## src/rtl/line_buffer_pingpong_pkg.sv

```systemverilog
// Shared VGA constants and helpers for the ping-pong line buffer.
//   VGA_LINE_PIXELS : visible pixels per line
//   VGA_COLOR_W     : bits per pixel (VgaController color width)
//   VGA_PIXEL_X_W   : width of the VgaController pixel column counter
package line_buffer_pingpong_pkg;

    localparam int unsigned VGA_LINE_PIXELS = 640;
    localparam int unsigned VGA_COLOR_W     = 3;
    localparam int unsigned VGA_PIXEL_X_W   = 10;

    typedef enum logic {
        BANK_0 = 1'b0,
        BANK_1 = 1'b1
    } bank_e;

    // The bank that is not the given one (write bank from read bank).
    function automatic bank_e other_bank(input bank_e b);
        return (b == BANK_0) ? BANK_1 : BANK_0;
    endfunction

endpackage

```

## src/rtl/line_bank_ram.sv

```systemverilog
// One line bank: single write port, single registered read port.
//   clk     : clock
//   we_i    : write enable; waddr_i / wdata_i : write address / data
//   re_i    : read enable;  raddr_i : read address
//   rdata_o : read data, valid the cycle after re_i (holds otherwise)
module line_bank_ram #(
    parameter  int unsigned DEPTH  = 640,
    parameter  int unsigned WIDTH  = 3,
    localparam int unsigned ADDR_W = $clog2(DEPTH)
) (
    input  logic              clk,
    input  logic              we_i,
    input  logic [ADDR_W-1:0] waddr_i,
    input  logic [WIDTH-1:0]  wdata_i,
    input  logic              re_i,
    input  logic [ADDR_W-1:0] raddr_i,
    output logic [WIDTH-1:0]  rdata_o
);

    logic [WIDTH-1:0] mem_q [DEPTH];
    logic [WIDTH-1:0] rdata_q;

    // Plain write-first-free array with registered read: maps onto block RAM.
    always_ff @(posedge clk) begin
        if (we_i) begin
            mem_q[waddr_i] <= wdata_i;
        end
        if (re_i) begin
            rdata_q <= mem_q[raddr_i];
        end
    end

    assign rdata_o = rdata_q;

endmodule

```

## src/rtl/line_buffer_pingpong.sv

```systemverilog
// Ping-pong line buffer between a pixel writer and the VGA controller.
// A writer fills one bank while the controller scans the other; banks are
// exchanged on lineSwap only when the write bank is already full.
//   clk, rst       : clock, synchronous active-low reset
//   wrValid/wrColor/wrReady : writer handshake and pixel data
//   lineSwap       : start-of-visible-line pulse
//   pixelX, displayActive : scan position and visible-region flag
//   color          : pixel to the controller, one cycle after pixelX
//   underrun       : sticky, a swap found the write bank not full
module line_buffer_pingpong
    import line_buffer_pingpong_pkg::*;
#(
    parameter int unsigned LINE_PIXELS = VGA_LINE_PIXELS,
    parameter int unsigned COLOR_W     = VGA_COLOR_W
) (
    input  logic                     clk,
    input  logic                     rst,
    input  logic                     wrValid,
    input  logic [COLOR_W-1:0]       wrColor,
    output logic                     wrReady,
    input  logic                     lineSwap,
    input  logic [VGA_PIXEL_X_W-1:0] pixelX,
    input  logic                     displayActive,
    output logic [COLOR_W-1:0]       color,
    output logic                     underrun
);

    localparam int unsigned ADDR_W = $clog2(LINE_PIXELS);

    logic [ADDR_W-1:0] wr_ptr_q,    wr_ptr_d;
    logic              bank_full_q, bank_full_d;
    logic              wr_ready_q,  wr_ready_d;
    bank_e             rd_bank_q,   rd_bank_d;
    logic              rd_valid_q,  rd_valid_d;
    logic              underrun_q,  underrun_d;
    logic              rd_en_q,     rd_en_d;
    bank_e             rd_src_q,    rd_src_d;

    logic              wr_fire_c;
    logic              wr_last_c;
    bank_e             wr_bank_c;
    logic [COLOR_W-1:0] bank_rdata [2];

    assign wr_fire_c = wrValid && wr_ready_q;
    assign wr_last_c = (wr_ptr_q == ADDR_W'(LINE_PIXELS - 1));
    assign wr_bank_c = other_bank(rd_bank_q);

    // Next-state: write pointer/fill tracking and swap decision on registered full.
    always_comb begin
        wr_ptr_d    = wr_ptr_q;
        bank_full_d = bank_full_q;
        wr_ready_d  = wr_ready_q;
        rd_bank_d   = rd_bank_q;
        rd_valid_d  = rd_valid_q;
        underrun_d  = underrun_q;
        rd_en_d     = displayActive && rd_valid_q && (32'(pixelX) < LINE_PIXELS);
        rd_src_d    = rd_bank_q;

        if (wr_fire_c) begin
            if (wr_last_c) begin
                wr_ptr_d    = '0;
                bank_full_d = 1'b1;
                wr_ready_d  = 1'b0;
            end else begin
                wr_ptr_d = wr_ptr_q + ADDR_W'(1);
            end
        end

        // A full bank blocks writes, so a successful swap never races a write.
        if (lineSwap) begin
            if (bank_full_q) begin
                rd_bank_d   = wr_bank_c;
                bank_full_d = 1'b0;
                wr_ready_d  = 1'b1;
                rd_valid_d  = 1'b1;
            end else begin
                underrun_d  = 1'b1;
            end
        end
    end

    // State registers with synchronous active-low reset; bank memory is not cleared.
    always_ff @(posedge clk) begin
        if (!rst) begin
            wr_ptr_q    <= '0;
            bank_full_q <= 1'b0;
            wr_ready_q  <= 1'b1;
            rd_bank_q   <= BANK_0;
            rd_valid_q  <= 1'b0;
            underrun_q  <= 1'b0;
            rd_en_q     <= 1'b0;
            rd_src_q    <= BANK_0;
        end else begin
            wr_ptr_q    <= wr_ptr_d;
            bank_full_q <= bank_full_d;
            wr_ready_q  <= wr_ready_d;
            rd_bank_q   <= rd_bank_d;
            rd_valid_q  <= rd_valid_d;
            underrun_q  <= underrun_d;
            rd_en_q     <= rd_en_d;
            rd_src_q    <= rd_src_d;
        end
    end

    // Each bank is written only as the write bank and read only as the read bank.
    for (genvar b = 0; b < 2; b++) begin : g_bank
        line_bank_ram #(
            .DEPTH (LINE_PIXELS),
            .WIDTH (COLOR_W)
        ) u_ram (
            .clk     (clk),
            .we_i    (wr_fire_c && (wr_bank_c == bank_e'(b))),
            .waddr_i (wr_ptr_q),
            .wdata_i (wrColor),
            .re_i    (rd_en_d && (rd_bank_q == bank_e'(b))),
            .raddr_i (ADDR_W'(pixelX)),
            .rdata_o (bank_rdata[b])
        );
    end

    // RAM output is already registered; the registered enable blanks it.
    assign color    = rd_en_q ? bank_rdata[rd_src_q] : '0;
    assign wrReady  = wr_ready_q;
    assign underrun = underrun_q;

endmodule

```

## config.mk

```make
export PLATFORM = sky130hd
export DESIGN_NAME = line_buffer_pingpong
export DESIGN_NICKNAME = d
export VERILOG_FILES = /design/src/rtl/line_buffer_pingpong_pkg.sv /design/src/rtl/line_bank_ram.sv /design/src/rtl/line_buffer_pingpong.sv
export SDC_FILE = /design/constraint.sdc
export NUM_CORES = 2
export LEC_CHECK = 0
export BUFFER_PORTS_ARGS = -buffer_cell sky130_fd_sc_hd__buf_2
export CAP_MARGIN = 20
export CORE_UTILIZATION = 55
export CTS_BUF_LIST = sky130_fd_sc_hd__clkbuf_4
export DETAILED_ROUTE_END_ITERATION = 8
export GPL_TIMING_DRIVEN = 0
export PLACE_DENSITY = 0.8
export REMOVE_ABC_BUFFERS = 1
export SETUP_SLACK_MARGIN = 0.15
export SLEW_MARGIN = 25
export SYNTH_ARGS = -nofsm -noshare
export SYNTH_HDL_FRONTEND = slang
export SYNTH_SLANG_ARGS = --single-unit
```

## constraint.sdc

```tcl
create_clock -name clk -period 5.2 [get_ports clk]
set_input_delay 0.26 -clock clk [delete_from_list [all_inputs] [get_ports clk]]
set_output_delay 0.26 -clock clk [all_outputs]
set_load 0.05 [all_outputs]
```

== After elaboration in Yosys (flattened, before gate mapping) ==
Memory sizes are Yosys's and may differ from the RTL's. A register that Yosys moved wholly into a read port is not among the register bits.
Index checks and enable logic that the tools add are counted.
Word-level totals
  register bits after elaboration: 17
  RAM bits: 3840
  output and inout bits: 5
  memories: 2
Memories
  g_bank[0].u_ram.mem_q: depth 640, bits a word 3, read ports 1, clocked after memory_dff 1, write ports 1, line line_bank_ram.sv:20  | logic [WIDTH-1:0] mem_q [DEPTH];
  g_bank[1].u_ram.mem_q: depth 640, bits a word 3, read ports 1, clocked after memory_dff 1, write ports 1, line line_bank_ram.sv:20
Cells by class
  add/sub/neg operators: 1
  magnitude comparators: 2
  equal/unequal tests: 1
  muxes and demuxes: 18
  bitwise operators: 3
  reduce and logical (&&, ||, !) cells: 9
Operators by type and width (count)
  $mux 1: 13
  $mux 3: 4
  $add 10x1->10 const B: 1
  $eq 10x10->1 const B: 1
  $lt 10x10->1 const B: 1
  $mux 10: 1
  $logic_and 1x1->1: 7
  $reduce_and 2->1: 2
  $ge 2x2->1 const B: 1
  $not 1->1: 2
  $not 1->2: 1

== Longest topological paths before layout ==
  depth after elaboration: 5
  mapped depth: 14

== Cells and area by module ==
Synthesis repeated with hierarchy kept, for this count alone.
Unflattened totals
  cell total of the unflattened synthesis: 8297
  area, all modules: 155321.5 um^2
By module, submodules not included
  line_bank_ram: times used 2, cells each 4106, area each 77266.6 um^2, seq. area each 57745.4 um^2
  line_buffer_pingpong: times used 1, cells each 85, area each 788.3 um^2, seq. area each 340.3 um^2

== Worst setup path after synthesis ==
Ideal clock, no wire load.
  path kind: input to register
  start: input port pixelX[1]
  end: register g_bank[1].u_ram.rdata_q[0], read port of g_bank[1].u_ram.mem_q, data pin
  arrival time: 2.607 ns
  path slack: 2.330 ns
  cell stages on the path: 9
  buffers on the path: 4
  path through: buf_4 > buf_4 > buf_2 > buf_1 > mux4_2 > mux4_2 > mux4_2 > a22oi_1 > o31ai_1
Between the ends
  word-level cells in the longest chain between the ends: 3
RTL lines
  start: declaration: line line_buffer_pingpong.sv:22  | input logic [VGA_PIXEL_X_W-1:0] pixelX,
  $lt 10x10->1: line line_buffer_pingpong.sv:56  | rd_en_d = displayActive && rd_valid_q && (32'(pixelX) < LINE_PIXELS);
  $logic_and 1x1->1: line line_buffer_pingpong.sv:56
  $logic_and 1x1->1: line line_buffer_pingpong.sv:115  | .re_i (rd_en_d && (rd_bank_q == bank_e'(b))),
  end: declaration: line line_bank_ram.sv:21  | logic [WIDTH-1:0] rdata_q;
Parallel ways exist; a longest one is shown, timed or not.
A chain may end at the register's enable or synchronous reset.

== Worst setup path after layout ==
  start: input port pixelX[0]
  end: register g_bank[0].u_ram.rdata_q[1], read port of g_bank[0].u_ram.mem_q, data pin
Between the ends
  word-level cells in the longest chain between the ends: 3
RTL lines (line)
  $lt 10x10->1: line_buffer_pingpong.sv:56
  $logic_and 1x1->1: line_buffer_pingpong.sv:56
  $logic_and 1x1->1: line_buffer_pingpong.sv:115
  end: declaration: line_bank_ram.sv:21
Parallel ways exist; a longest one is shown, timed or not.

==> results.py <==
metrics = {
    "status": {
        "status": "complete, no violations",
    },
    "clock_tree": {
        "clk_pin_slew_ns": 0.08,
        "cts_resized": 0,
        "insertion_delay_ns": 1.55,
        "clkSinkCount": 3863,
        "cts-htree-levels": 6,
        "root_buffer": "clkbuf_4",
        "cts_max_path_buffers": 4,
        "cts_tree": "yes",
        "cts_buffers": 887,
    },
    "timing": {
        "rsz0062_at_grt": "no",
        "worst_pin_slew_ns": 1.12,
        "layout_worst_path_cycle_share_pct": 89.8,
        "hold_viol": 0,
        "fin_ws_ns": 0.530,
        "period_needed_ns": 4.67,
        "clock.fmax_mhz": 214,
        "fin_setup_tns_ns": 0,
        "max_slew_margin_pct": 25.1,
        "whs_ns": 0.262,
        "finalClockSkew_ns": 0.109,
        "slew_viol_final": 0,
        "final-setup-viol-count": 0,
    },
    "synthesis": {
        "synthCells": 7939,
        "synth_area_sq_um": 154000,
        "ys.flop_type": "edfxtp_1",
        "synth_cell_types": 71,
        "ys_async_sr_fraction_pct": 0,
        "muxShareOfSynthArea_pct": 16.1,
        "synthMostInstantiatedCell": "edfxtp_1",
        "synth_common_cells": "edfxtp_1 (3846), nor2_1 (1347), mux4_2 (951)",
        "synth_top_family_by_area": "multiplexers",
        "seq_area_frac_synth_pct": 75.2,
        "synthSimpleGateAreaFrac_pct": 4.67,
        "yosys_warnings": 0,
        "synth_edf_count": 3846,
        "synthAdderAreaFrac_pct": 0.0325,
        "synth_seq_cells": 3863,
        "avgSynthCellArea_sq_um": 19.4,
        "synth_top_cell_area_share_pct": 75.0,
        "synth_xor_area_share_pct": 0.0512,
        "synth-compound-area-share_pct": 1.89,
        "synth_area_leaders": "edfxtp_1 (75%), mux4_2 (14%), nor2_1 (3.3%), mux2i_1 (1.9%), clkbuf_1 (0.87%)",
        "yosys.area.top_type": "edfxtp_1",
    },
    "detailed_routing": {
        "num_vias": 83300,
        "detail_route.first_pass.iterations": 7,
        "wirelength_microns": 392000,
        "viasPerCell": 6.49,
        "drtIter0Drc": 11700,
        "antenna_left": 0,
        "wl_per_cell_microns": 30.6,
        "drc_errors": 0,
    },
    "die": {
        "initial_core_util_pct": 55.5,
        "coreArea_sq_um": 277000,
        "std_cell_rows": 193,
        "io_pins": 23,
        "fp.dieW_microns": 531,
        "die_height_microns": 531,
        "die_area_sq_um": 282000,
    },
    "finish": {
        "layout.nets": 8459,
        "drive_gt1_share_pct": 28.6,
        "nFillCells": 18000,
        "post-route-util_pct": 61.7,
        "area_growth_syn_to_layout_pct": 11.2,
    },
    "setup_path": {
        "path_cells": "buf_12 > buf_16 > buf_16 > buf_16 > buf_16 > buf_16 > mux4_2 > mux4_2 > a2111oi_1 > a22oi_1 > a31oi_1 > o31ai_1",
        "crit_slowest_cell": "a2111oi_1",
        "max_stage_delay_ns": 0.92,
        "cp_max_fo": 84,
        "crit_arrival_ns": 5.93,
        "path_common_cell": "buf_16",
        "worstSetupStartpointType": "input pin",
        "endpoint_kind": "flip-flop",
        "worstPathRequired_ns": 6.46,
        "path_class": "input pin to flip-flop",
    },
    "global_routing": {
        "first_global_vias": 85900,
        "grt_max_degree": 184,
        "grt-ovfl-total": 0,
        "grtUsageTotal_pct": 28.1,
        "grt_pass1_wl_microns": 569000,
        "antenna_found_initial": 16,
    },
    "min_path": {
        "worstHoldPathType": "input pin to flip-flop",
    },
    "power_and_ir_drop": {
        "powerDensity_nw_per_um2": 355,
        "ir_worst_vdd_mv": 0.321,
        "leakage_nw": 53.7,
        "finalPower_mw": 60.7,
    },
    "placement": {
        "port_buffers": 22,
        "pre_cts_ws_ns": -0.968,
        "place.gp.congestion": 0.809,
        "dp_hpwl_microns": 232000,
    },
    "flow_run": {
        "maxCapViolCount": 0,
    },
}
==> metal layers <==
| metal | part of all wire, % | vias to the layer above | global-route usage, % |
|---|---|---|---|
| met3 | 13 | 1189 | 7.38 |
| met1 | 33 | 42300 | 35.9 |
| met5 | 0.011 | - | 0 |
| met2 | 48 | 6255 | 43.9 |
| li1 | - | 33500 | - |
| met4 | 6.0 | 8 | 15.8 |
==> power breakdown <==
group          leakage, nW  internal, mW  total [mW]  switching [mW]
Clock                 6.56          11.8        23.5            11.8
Sequential            34.7          34.2        34.2         0.00426
Combinational         12.4          1.11        2.94            1.84
Total                 53.7          47.1        60.7            13.6
==> repair_timing <==
action                    4_1_cts  5_1_grt
hold buffers                   31        0
hold endpoints to repair     2187        0
setup buffers                   0        0
==> flip-flops by register name, indices dropped and copies added, names as in the netlist <==
signal and cells:
bank_full_q 1, wr_ptr_q 10, rd_valid_q 1, rd_bank_q 1, wrReady 1, rd_src_q 1
rd_en_q 1, underrun 1, g_bank.u_ram.rdata_o 6, g_bank.u_ram.mem_q 3840
==> path summary, 6_finish.rpt <==
kind | from | end | slack [ns] | cells past startpoint
setup / recovery | pixelX[0] | g_bank[0].u_ram.rdata_o[1]$_DFFE_PP_ | 0.53 | 12
hold / removal | lineSwap | bank_full_q$_SDFF_PN0_ | 0.26 | 5
setup reg to reg | wr_ptr_q[2]$_SDFFE_PN0P_ | g_bank[0].u_ram.mem_q[244][2]$_DFFE_PP_ | 1.47 | 6
hold reg to reg | underrun$_SDFFE_PN0P_ | underrun$_SDFFE_PN0P_ | 0.56 | 1
==> cell type report <==
cell class | instances | area, sq um | area share (%)
diodes | 14 | 35.0 | 0.0205
flip-flops and latches | 3863 | 116000 | 67.7
clock inverters | 320 | 1640 | 0.958
clock buffers | 1254 | 9410 | 5.50
multi-input cells | 3467 | 35500 | 20.8
well taps | 3705 | 4640 | 2.71
repair buffers | 204 | 4000 | 2.33
inverters | 14 | 66.3 | 0.0387
==> metrics by stage <==
step | area [sq um] | instances
2_1_floorplan | 151000 | 7344
3_3_place_gp | 156000 | 11100
3_5_place_dp | 160000 | 11200
4_1_cts | 171000 | 12800
5_1_grt | 171000 | 12800
6_report | 171000 | 12800
==> cell families (layout without fill, tap and decap cells) <==
group                    Yosys count  after routing
flip-flops                      3863           3863
AND/OR/NAND/NOR                 1781           1781
multiplexers                    1267           1267
buffers and inverters            609           1792
AO/OA/AOI/OAI                    406            406
XOR/XNOR                           9              9
adder cells (fa/ha/maj)            4              4
other                              0             14
==> cells in the final DEF (no fill, tap or decap), types with 16 or more instances in the layout <==
master         synthesis  layout
buf_4                 58      17
o21ai_0               22      21
a21oi_1               56      56
nor2_1              1347    1337
a22oi_1              112     112
nand4_1               21      21
buf_16                 0      90
dlygate4sd3_1          0      28
nor2b_1               35      27
edfxtp_1            3846    3846
dfxtp_1               17      17
nand2_4                0      28
nand3_1               46      42
a32oi_1               16      16
mux2_2                23      23
clkbuf_4               0    1254
nand2_1              218     150
nor3_1                27      18
clkinv_1               2     242
o211ai_1              21      21
nand2_2                0      40
mux4_2               951     951
clkinv_2               0      49
a31oi_1               31      30
mux2i_1              286     286
a221oi_1              18      18
buf_12                 5      45
o22ai_1               29      29
==> worst max-delay path, delay by kind of cell <==
kind / cells / cell delay [ns]
compound gates: 4 / 1.96
buf+inv: 6 / 2.31
mux: 2 / 1.08
Note: power is estimated with default switching activity, not from simulation.
